`src/rtl/pipe_hazard_ctrl.sv`:
```
// pipe_hazard_ctrl: issue, forwarding, flush and multiplier sequencing for the D/E/M pipeline
module pipe_hazard_ctrl #(
    parameter int MULT_LAT = 16,
    parameter int CNT_W    = 16
) (
    input  logic             clk,
    input  logic             reset,
    input  logic             in_valid,
    output logic             in_ready,
    input  logic [3:0]       in_codop,
    input  logic [3:0]       in_rs1,
    input  logic [3:0]       in_rs2,
    input  logic [3:0]       in_rd,
    input  logic             br_taken,
    output logic [1:0]       fwd1,
    output logic [1:0]       fwd2,
    output logic [1:0]       fwd3,
    output logic             d_valid,
    output logic             e_valid,
    output logic             m_valid,
    output logic             pc_redirect,
    output logic             mult_start,
    output logic             mult_busy,
    output logic [CNT_W-1:0] stall_cnt,
    output logic [CNT_W-1:0] flush_cnt
);
    typedef enum logic [1:0] {IDLE, BUSY, DONE} mult_st_e;

    localparam logic [3:0] OP_JMP  = 4'b1011;
    localparam logic [3:0] OP_BNQ  = 4'b1100;
    localparam logic [3:0] OP_MFLO = 4'b1101;
    localparam logic [3:0] OP_MFHI = 4'b1110;
    localparam logic [3:0] OP_MULT = 4'b1111;
    localparam logic [7:0] CNT_INIT = 8'(MULT_LAT - 1);

    function automatic logic writes_rd(input logic [3:0] op);
        return op <= 4'd10 || op == OP_MFLO || op == OP_MFHI;
    endfunction

    function automatic logic reads_rs1(input logic [3:0] op);
        return op <= 4'd5 || op == OP_MULT;
    endfunction

    function automatic logic reads_rs2(input logic [3:0] op);
        return op <= 4'd10 || op == OP_MULT;
    endfunction

    logic             d_valid_q, d_valid_d, e_valid_q, e_valid_d, m_valid_q, m_valid_d;
    logic [3:0]       d_op_q, d_op_d, e_op_q, e_op_d;
    logic [3:0]       d_rd_q, d_rd_d, e_rd_q, e_rd_d, m_rd_q, m_rd_d;
    logic             m_wr_q, m_wr_d;
    mult_st_e         st_q, st_d;
    logic [7:0]       cnt_q, cnt_d;
    logic [CNT_W-1:0] stall_cnt_q, stall_cnt_d, flush_cnt_q, flush_cnt_d;
    logic             d_wr, e_wr, raw, mult_op, struct_hz, issue;

    // Hazard detection, forwarding selects and next-state for all stage shadows and counters
    always_comb begin
        d_wr        = d_valid_q & writes_rd(d_op_q);
        e_wr        = e_valid_q & writes_rd(e_op_q);
        pc_redirect = e_valid_q & (e_op_q == OP_JMP | (e_op_q == OP_BNQ & br_taken));
        raw         = d_wr & ((reads_rs1(in_codop) & d_rd_q == in_rs1) |
                              (reads_rs2(in_codop) & d_rd_q == in_rs2));
        mult_start  = d_valid_q & d_op_q == OP_MULT & ~pc_redirect;
        mult_busy   = st_q == BUSY | mult_start;
        mult_op     = in_codop == OP_MULT | in_codop == OP_MFLO | in_codop == OP_MFHI;
        struct_hz   = mult_op & (mult_busy | (d_valid_q & d_op_q == OP_MULT));
        in_ready    = ~(raw | struct_hz | pc_redirect);
        issue       = in_valid & in_ready;
        fwd1 = (e_wr & e_rd_q == in_rs1) ? 2'b01 : (m_wr_q & m_rd_q == in_rs1) ? 2'b10 : 2'b00;
        fwd2 = (e_wr & e_rd_q == in_rs2) ? 2'b01 : (m_wr_q & m_rd_q == in_rs2) ? 2'b10 : 2'b00;
        fwd3 = (e_wr & e_rd_q == in_rd)  ? 2'b01 : (m_wr_q & m_rd_q == in_rd)  ? 2'b10 : 2'b00;
        d_valid_d = issue;
        d_op_d    = issue ? in_codop : 4'b0;
        d_rd_d    = issue ? in_rd : 4'b0;
        // a redirect squashes whatever sits in D so it enters E as a bubble
        e_valid_d = d_valid_q & ~pc_redirect;
        e_op_d    = d_op_q;
        e_rd_d    = d_rd_q;
        m_valid_d = e_valid_q;
        m_rd_d    = e_rd_q;
        m_wr_d    = e_wr;
        st_d  = mult_start ? BUSY : (st_q == BUSY && cnt_q == 8'd0) ? DONE : st_q;
        cnt_d = mult_start ? CNT_INIT : (st_q == BUSY && cnt_q != 8'd0) ? cnt_q - 8'd1 : cnt_q;
        // redirect dominates: a refused offer during a redirect is a flush, not a stall
        stall_cnt_d = (in_valid & ~in_ready & ~pc_redirect & ~&stall_cnt_q) ? stall_cnt_q + CNT_W'(1) : stall_cnt_q;
        flush_cnt_d = (pc_redirect & ~&flush_cnt_q) ? flush_cnt_q + CNT_W'(1) : flush_cnt_q;
    end

    // Pipeline shadows, multiplier state and event counters
    always_ff @(posedge clk or negedge reset) begin
        if (!reset) begin
            d_valid_q   <= 1'b0;
            e_valid_q   <= 1'b0;
            m_valid_q   <= 1'b0;
            d_op_q      <= 4'b0;
            e_op_q      <= 4'b0;
            d_rd_q      <= 4'b0;
            e_rd_q      <= 4'b0;
            m_rd_q      <= 4'b0;
            m_wr_q      <= 1'b0;
            st_q        <= IDLE;
            cnt_q       <= 8'd0;
            stall_cnt_q <= '0;
            flush_cnt_q <= '0;
        end else begin
            d_valid_q   <= d_valid_d;
            e_valid_q   <= e_valid_d;
            m_valid_q   <= m_valid_d;
            d_op_q      <= d_op_d;
            e_op_q      <= e_op_d;
            d_rd_q      <= d_rd_d;
            e_rd_q      <= e_rd_d;
            m_rd_q      <= m_rd_d;
            m_wr_q      <= m_wr_d;
            st_q        <= st_d;
            cnt_q       <= cnt_d;
            stall_cnt_q <= stall_cnt_d;
            flush_cnt_q <= flush_cnt_d;
        end
    end

    assign d_valid   = d_valid_q;
    assign e_valid   = e_valid_q;
    assign m_valid   = m_valid_q;
    assign stall_cnt = stall_cnt_q;
    assign flush_cnt = flush_cnt_q;
endmodule

```
`config.mk`:
```
export PLATFORM = sky130hd
export DESIGN_NAME = pipe_hazard_ctrl
export DESIGN_NICKNAME = d
export VERILOG_FILES = /design/src/rtl/pipe_hazard_ctrl.sv
export SDC_FILE = /design/constraint.sdc
export NUM_CORES = 1
export LEC_CHECK = 0
export ABC_CLOCK_PERIOD_IN_PS = 2550
export BUFFER_PORTS_ARGS = -buffer_cell sky130_fd_sc_hd__clkbuf_2
export CAP_MARGIN = 10
export CELL_PAD_IN_SITES_DETAIL_PLACEMENT = 1
export CELL_PAD_IN_SITES_GLOBAL_PLACEMENT = 1
export CORE_UTILIZATION = 30
export DETAILED_ROUTE_END_ITERATION = 6
export PLACE_DENSITY_LB_ADDON = 0.1
export SYNTH_ARGS = -nofsm -noshare
export SYNTH_HDL_FRONTEND = slang
export SYNTH_SLANG_ARGS = --single-unit
```
`constraint.sdc`:
```
create_clock -name clk -period 2.55 [get_ports clk]
set_input_delay 0.1275 -clock clk [delete_from_list [all_inputs] [get_ports clk]]
set_output_delay 0.1275 -clock clk [all_outputs]
set_load 0.02 [all_outputs]
```
==> reports/metrics.json, run 1 <==
{
  "run_status": {
    "run_status": "completed"
  },
  "sta": {
    "layout_setup_ws_ns": 0.168,
    "timing_worst_slew_pin_value_ns": 0.765,
    "fmax_ghz": 0.420,
    "fin_worst_skew_ns": 0.0106,
    "final_period_minus_worst_setup_slack_ns": 2.38,
    "final-max-slew-violation-count": 0,
    "final-hold-violation-count": 0,
    "min_period_over_period": 0.934,
    "timing.setup.tns_ns": 0,
    "worst_slack_on_hold_paths_ns": 0.104,
    "rsz0062_at_grt": "no",
    "setup_viol_count_final": 0,
    "worst_slew_margin_rel": 0.490
  },
  "power": {
    "combPwrFrac": 0.245,
    "internal_mw": 1.89,
    "power.net_switching_mw": 0.942,
    "vdd_drop_max_uv": 251,
    "clock_power_share": 0.269,
    "sequential_group_share_of_total_power": 0.486,
    "power-per-cell-area_nw_per_um2": 723,
    "p_leak_nw": 1.87,
    "switching_portion_of_total_power": 0.332,
    "finalPower_mw": 2.83
  },
  "global_routing": {
    "gr-max-usage-layer": "met2",
    "initial_antenna_violation_count": 0,
    "grt_pass1_vias": 2462,
    "global_route_wire_length_before_repair_mm": 12.5,
    "met2_usage": 0.229,
    "grt_usage": 0.145,
    "groute.layer.met3.usage": 0.0353,
    "grt_use_met1": 0.191,
    "grt_max_degree": 36,
    "grt_residual_overflow": 0
  },
  "route": {
    "route.antenna.remaining_nets": 0,
    "vias_per_cell": 4.67,
    "wl_mm": 7.36,
    "dr.pass1.iters": 4,
    "avgRoutedWirePerCell_um": 14.3,
    "vias": 2402,
    "detail_route.iter0.violations": 82,
    "number_of_drc_violations_after_detailed_routing": 0
  },
  "floorplanning": {
    "overall_die_width_um": 106,
    "placeableCoreArea_um2": 10400,
    "die_area_um2": 11200,
    "fp.dieH_um": 106,
    "floorplan.initialDensity": 0.312,
    "row_count": 37,
    "io_pins": 65
  },
  "synthesis": {
    "synth.most_common_cell": "dfrtp_1",
    "syn-num-nets": 320,
    "synth-seq-cells": 66,
    "synth.cell_area_um2": 3230,
    "post-synth-top-area-cell": "dfrtp_1",
    "syn-mean-instance-area_um2": 10.9,
    "synth_top_cells_by_area": "dfrtp_1 51%, xnor2_1 13%, xor2_1 4.6%, and3_1 2.9%, nand4_1 2.9%",
    "synth.top_cell.area_share": 0.511,
    "ys.warnings.count": 0,
    "synth_enable_flop_cells": 0,
    "synth_top_cells_by_count": "66 x dfrtp_1, 49 x xnor2_1, 22 x nand2_1, 21 x nor2_1, 17 x xor2_1",
    "synth-main-ff-cell": "dfrtp_1",
    "synthCells": 296,
    "synth.yosys.seq_area_share": 0.511,
    "postSynth.asyncResetShare": 1.00,
    "synth.distinct_cells": 44
  },
  "job": {
    "max-cap-violations": 0
  },
  "critical_path": {
    "critPathMaxFanout": 7,
    "critical_path.startpoint_type": "flop",
    "timing.critical_path.to_type": "primary output",
    "r2r-start": "e_op_q[1]$_DFF_PN0_",
    "regToRegEndpoint": "stall_cnt[6]$_DFFE_PN0P_",
    "crit_required_ns": 2.42,
    "worstRegToRegCells": 8,
    "slack_of_the_worst_reg_to_reg_path_ns": 0.54,
    "timing.critical_path.arrival_ns": 2.25,
    "path_class": "flop to primary output"
  },
  "hold_path": {
    "min-delay-path-class": "primary input to flop",
    "whs_path_depth": 2,
    "min-delay-start": "in_codop[3]",
    "worst_hold_path.endpoint": "d_op_q[3]$_DFF_PN0_"
  },
  "placed_design": {
    "io_buffer_count": 64,
    "place.detailed.instances": 497,
    "hpwlAfterDp_mm": 5.53,
    "gp_congestion": 0.695,
    "placement.cell_area_um2": 3750,
    "detailedPlace.worstSlack_ns": 0.504
  },
  "clock_network": {
    "clkSlewWorstSetupHoldPaths_ns": 0.07,
    "h-tree-depth": 3,
    "buffers_inserted_by_post_cts_timing_repair": 0,
    "clock_root_buffer": "clkbuf_8",
    "numCtsBuffers": 9,
    "cts.repair.resized": 0,
    "clock_sink_count": 66,
    "cts_tree": "done",
    "worst_skew_pair.late_latency_ns": 0.34,
    "clockBufferDepth": 2
  },
  "layout": {
    "design_area_um2": 3920,
    "multi_input_area_um2": 1520,
    "area_growth_pct": 21.3,
    "final_cells": 514,
    "final_core_utilization": 0.378,
    "finalNetCount": 397,
    "n_fill_cell": 1189,
    "ff_latch_area_um2": 1650,
    "drive_above_1_share": 0.254,
    "antennaDiodeCount": 0
  }
}
layout by cell type (no fill, tap or decap), drive strengths merged, types with 2 or more instances in the layout:
cell type  instances
inv               10
a41oi              3
and4bb             2
buf                5
nor4               4
nor3               7
nor2b              2
nor2              21
xnor2             49
and3              16
mux2               2
clkbuf            76
nand2             23
nand4             16
and4               2
clkinv             3
or3                4
and3b              2
o211ai             3
and2               4
dfrtp             66
xor2              17
a21oi              4
nand3             15
o21ai              7
ha                 4
kinds of logic after synthesis:
kind of cell | share of synthesized area
compound gates | 0.0530
xor+xnor | 0.179
fa+ha+maj | 0.0155
buf+inv | 0.0174
flops | 0.511
mux | 0.0112
simple gates | 0.213
layer usage:
metal | part of all wire | routed length, um
met5 | 0 | 0
met3 | 0.033 | 241
met2 | 0.48 | 3540
met4 | 0.0092 | 68
met1 | 0.48 | 3510
power groups by stage:
stage	clock network (mW)	logic, mW	registers, mW
global route	0.852	0.789	1.41
CTS	0.799	0.712	1.38
finish	0.763	0.694	1.38
floorplan	0	0.418	1.42
global placement	0	0.699	1.39
detailed placement	0	0.710	1.39
how the worst max path moves through the flow:
| stage | to | start | depth (start not counted) | slack (ns) |
|---|---|---|---|---|
| 2_1_floorplan | stall_cnt[1]$_DFFE_PN0P_ | stall_cnt[0]$_DFFE_PN0P_ | 7 | 0.59 |
| 3_3_place_gp | mult_start | e_op_q[1]$_DFF_PN0_ | 6 | 0.55 |
| 3_5_place_dp | mult_start | e_op_q[1]$_DFF_PN0_ | 6 | 0.50 |
| 4_1_cts | mult_start | e_op_q[1]$_DFF_PN0_ | 6 | 0.13 |
| 5_1_grt | mult_start | e_op_q[1]$_DFF_PN0_ | 6 | 0.03 |
| 6_report | mult_start | e_op_q[1]$_DFF_PN0_ | 6 | 0.17 |
worst max-delay path: stages (launching register included):
cell and delay (ns):
dfrtp_1 0.40, and3b_2 0.24, o211ai_4 0.27, inv_2 0.09, or3_2 0.59, inv_2 0.15
clkbuf_2 0.18
final cells by class:
| type | instances | area share |
|---|---|---|
| clock buffer | 13 | 0.0380 |
| clock inverter | 3 | 0.00383 |
| inverter | 10 | 0.00958 |
| multi-input combinational | 217 | 0.389 |
| sequential | 66 | 0.421 |
| tap | 136 | 0.0434 |
| timing repair buffer | 69 | 0.0951 |
sequential cells by signal, summed over array words and instances, names as in the netlist:
| register | count |
|---|---|
| cnt_q | 8 |
| d_op_q | 4 |
| d_rd_q | 4 |
| d_valid | 1 |
| e_op_q | 4 |
| e_rd_q | 4 |
| e_valid | 1 |
| flush_cnt | 16 |
| m_rd_q | 4 |
| m_valid | 1 |
| m_wr_q | 1 |
| st_q | 2 |
| stall_cnt | 16 |
what timing repair did:
action / CTS / global route
setup endpoints to repair: 0 / 0
hold buffers: 1 / 0
hold endpoints to repair: 31 / 0
Power figures use the tool's default switching activity.
==> run 2, diff against run 1 <==
Settings changed: GPL_TIMING_DRIVEN set to 0.
==> reports/metrics.json, run 2 (same netlist as run 1, synthesis figures left out) <==
{
  "layout": {
    "finalNetCount": 397,
    "antennaDiodeCount": 0,
    "mostFrequentLayoutCells": "66 x dfrtp_1, 63 x clkbuf_2, 49 x xnor2_1, 22 x nand2_1, 21 x nor2_1",
    "area_growth_pct": 22.9,
    "final_cells": 512,
    "drive_above_1_share": 0.255,
    "design_area_um2": 3970,
    "layout.cells.most_common": "dfrtp_1"
  },
  "sta": {
    "setup_viol_count_final": 0,
    "final-max-slew-violation-count": 0,
    "rsz0062_at_grt": "no",
    "fin_worst_skew_ns": 0.0140,
    "timing.setup.tns_ns": 0,
    "fmax_ghz": 0.422,
    "min_period_over_period": 0.928,
    "final_period_minus_worst_setup_slack_ns": 2.37,
    "final-hold-violation-count": 0,
    "worst_slew_margin_rel": 0.550,
    "layout_setup_ws_ns": 0.183,
    "timing_worst_slew_pin_value_ns": 0.669
  },
  "global_routing": {
    "grt_pass1_vias": 2461,
    "grt_residual_overflow": 0,
    "global_route_wire_length_before_repair_mm": 12.6,
    "grt_max_degree": 35,
    "gr-max-usage-layer": "met2",
    "grt_usage": 0.145,
    "groute.layer.met3.usage": 0.0254,
    "initial_antenna_violation_count": 0,
    "grt_use_met1": 0.194,
    "met2_usage": 0.224
  },
  "clock_network": {
    "clockBufferDepth": 2,
    "clkSlewWorstSetupHoldPaths_ns": 0.06,
    "numCtsBuffers": 9,
    "h-tree-depth": 3,
    "clock_root_buffer": "clkbuf_8",
    "worst_skew_pair.late_latency_ns": 0.34,
    "clock_sink_count": 66,
    "cts_tree": "done"
  },
  "power": {
    "power-per-cell-area_nw_per_um2": 758,
    "vdd_drop_max_uv": 406,
    "finalPower_mw": 3.01,
    "p_leak_nw": 1.88
  },
  "critical_path": {
    "setup.worst_path.end": "mult_start",
    "regToRegEndpoint": "stall_cnt[1]$_DFFE_PN0P_",
    "slack_of_the_worst_reg_to_reg_path_ns": 0.49,
    "timing.critical_path.to_type": "primary output",
    "timing.critical_path.arrival_ns": 2.24,
    "crit_required_ns": 2.42,
    "path_class": "flop to primary output",
    "critPathMaxFanout": 7,
    "r2r-start": "stall_cnt[0]$_DFFE_PN0P_",
    "critical_path.startpoint_type": "flop",
    "worstRegToRegCells": 7,
    "worstSetupStartpoint": "e_op_q[0]$_DFF_PN0_"
  },
  "route": {
    "detail_route.iter0.violations": 61,
    "vias_per_cell": 4.74,
    "avgRoutedWirePerCell_um": 14.6,
    "number_of_drc_violations_after_detailed_routing": 0,
    "dr.pass1.iters": 4,
    "wl_mm": 7.45,
    "route.antenna.remaining_nets": 0,
    "vias": 2427
  },
  "placed_design": {
    "io_buffer_count": 64,
    "hpwlAfterDp_mm": 5.65,
    "placement.cell_area_um2": 3740,
    "gp_congestion": 0.709,
    "detailedPlace.worstSlack_ns": 0.339,
    "place.detailed.instances": 497
  },
  "floorplanning": {
    "fp.dieH_um": 106,
    "placeableCoreArea_um2": 10400,
    "overall_die_width_um": 106,
    "row_count": 37,
    "floorplan.initialDensity": 0.312,
    "die_area_um2": 11200,
    "io_pins": 65
  },
  "job": {
    "max-cap-violations": 0
  },
  "run_status": {
    "run_status": "completed"
  },
  "hold_path": {
    "min-delay-path-class": "primary input to flop"
  }
}
## run 2: layer usage
layer | routed length [um] | share of wire
met1 | 3520 | 0.47
met2 | 3590 | 0.48
met3 | 191 | 0.026
met4 | 149 | 0.020
met5 | 0 | 0
## run 2: worst min-delay path by stage
stage / from / end / slack (ns) / cells after the start
finish: in_rd[3] / d_rd_q[3]$_DFF_PN0_ / 0.11 / 2
global route: in_rd[0] / d_rd_q[0]$_DFF_PN0_ / 0.11 / 2
floorplan: reset / cnt_q[0]$_DFFE_PN0P_ / -0.17 / 0
CTS: in_rd[0] / d_rd_q[0]$_DFF_PN0_ / 0.1 / 2
global placement: d_op_q[2]$_DFF_PN0_ / e_op_q[2]$_DFF_PN0_ / 0.40 / 0
detailed placement: reset / cnt_q[6]$_DFFE_PN0P_ / 0.16 / 1
## run 2: area by class of cell
class / instances / area, um2
Sequential cell: 66 / 1650
Tap cell: 136 / 170
Buffer: 2 / 15.0
Timing Repair Buffer: 67 / 360
Clock buffer: 11 / 141
Inverter: 10 / 37.5
Clock inverter: 3 / 65.1
Fill cell: 1212 / 6400
Multi-Input combinational cell: 217 / 1530
## run 2: worst max-delay path: stages, from the launching register on
cell      delay, ns
dfrtp_1        0.37
and4bb_1       0.25
o211ai_4       0.26
inv_2          0.10
or3_2          0.59
inv_2          0.16
clkbuf_2       0.19
## run 2: stage by stage
step	hold WS (ns)	util
6_report	0.108	0.383
5_1_grt	0.111	0.383
4_1_cts	0.0964	0.383
3_5_place_dp	0.159	0.361
2_1_floorplan	-0.168	-
3_3_place_gp	0.395	0.359
## run 2: repair_timing
| item | CTS | global route |
|---|---|---|
| pin swaps | 1 | 0 |
| endpoints found under the setup margin | 1 | 3 |
| endpoints found under the hold margin | 33 | 0 |
| gates cloned | 0 | 0 |
| gates resized for setup | 0 | 1 |
| hold buffers | 1 | 0 |
| buffers inserted | 1 | 0 |
## run 2: where the power goes
group	switching [mW]	internal [mW]
registers	0.168	1.21
logic	0.385	0.299
clock network	0.385	0.566
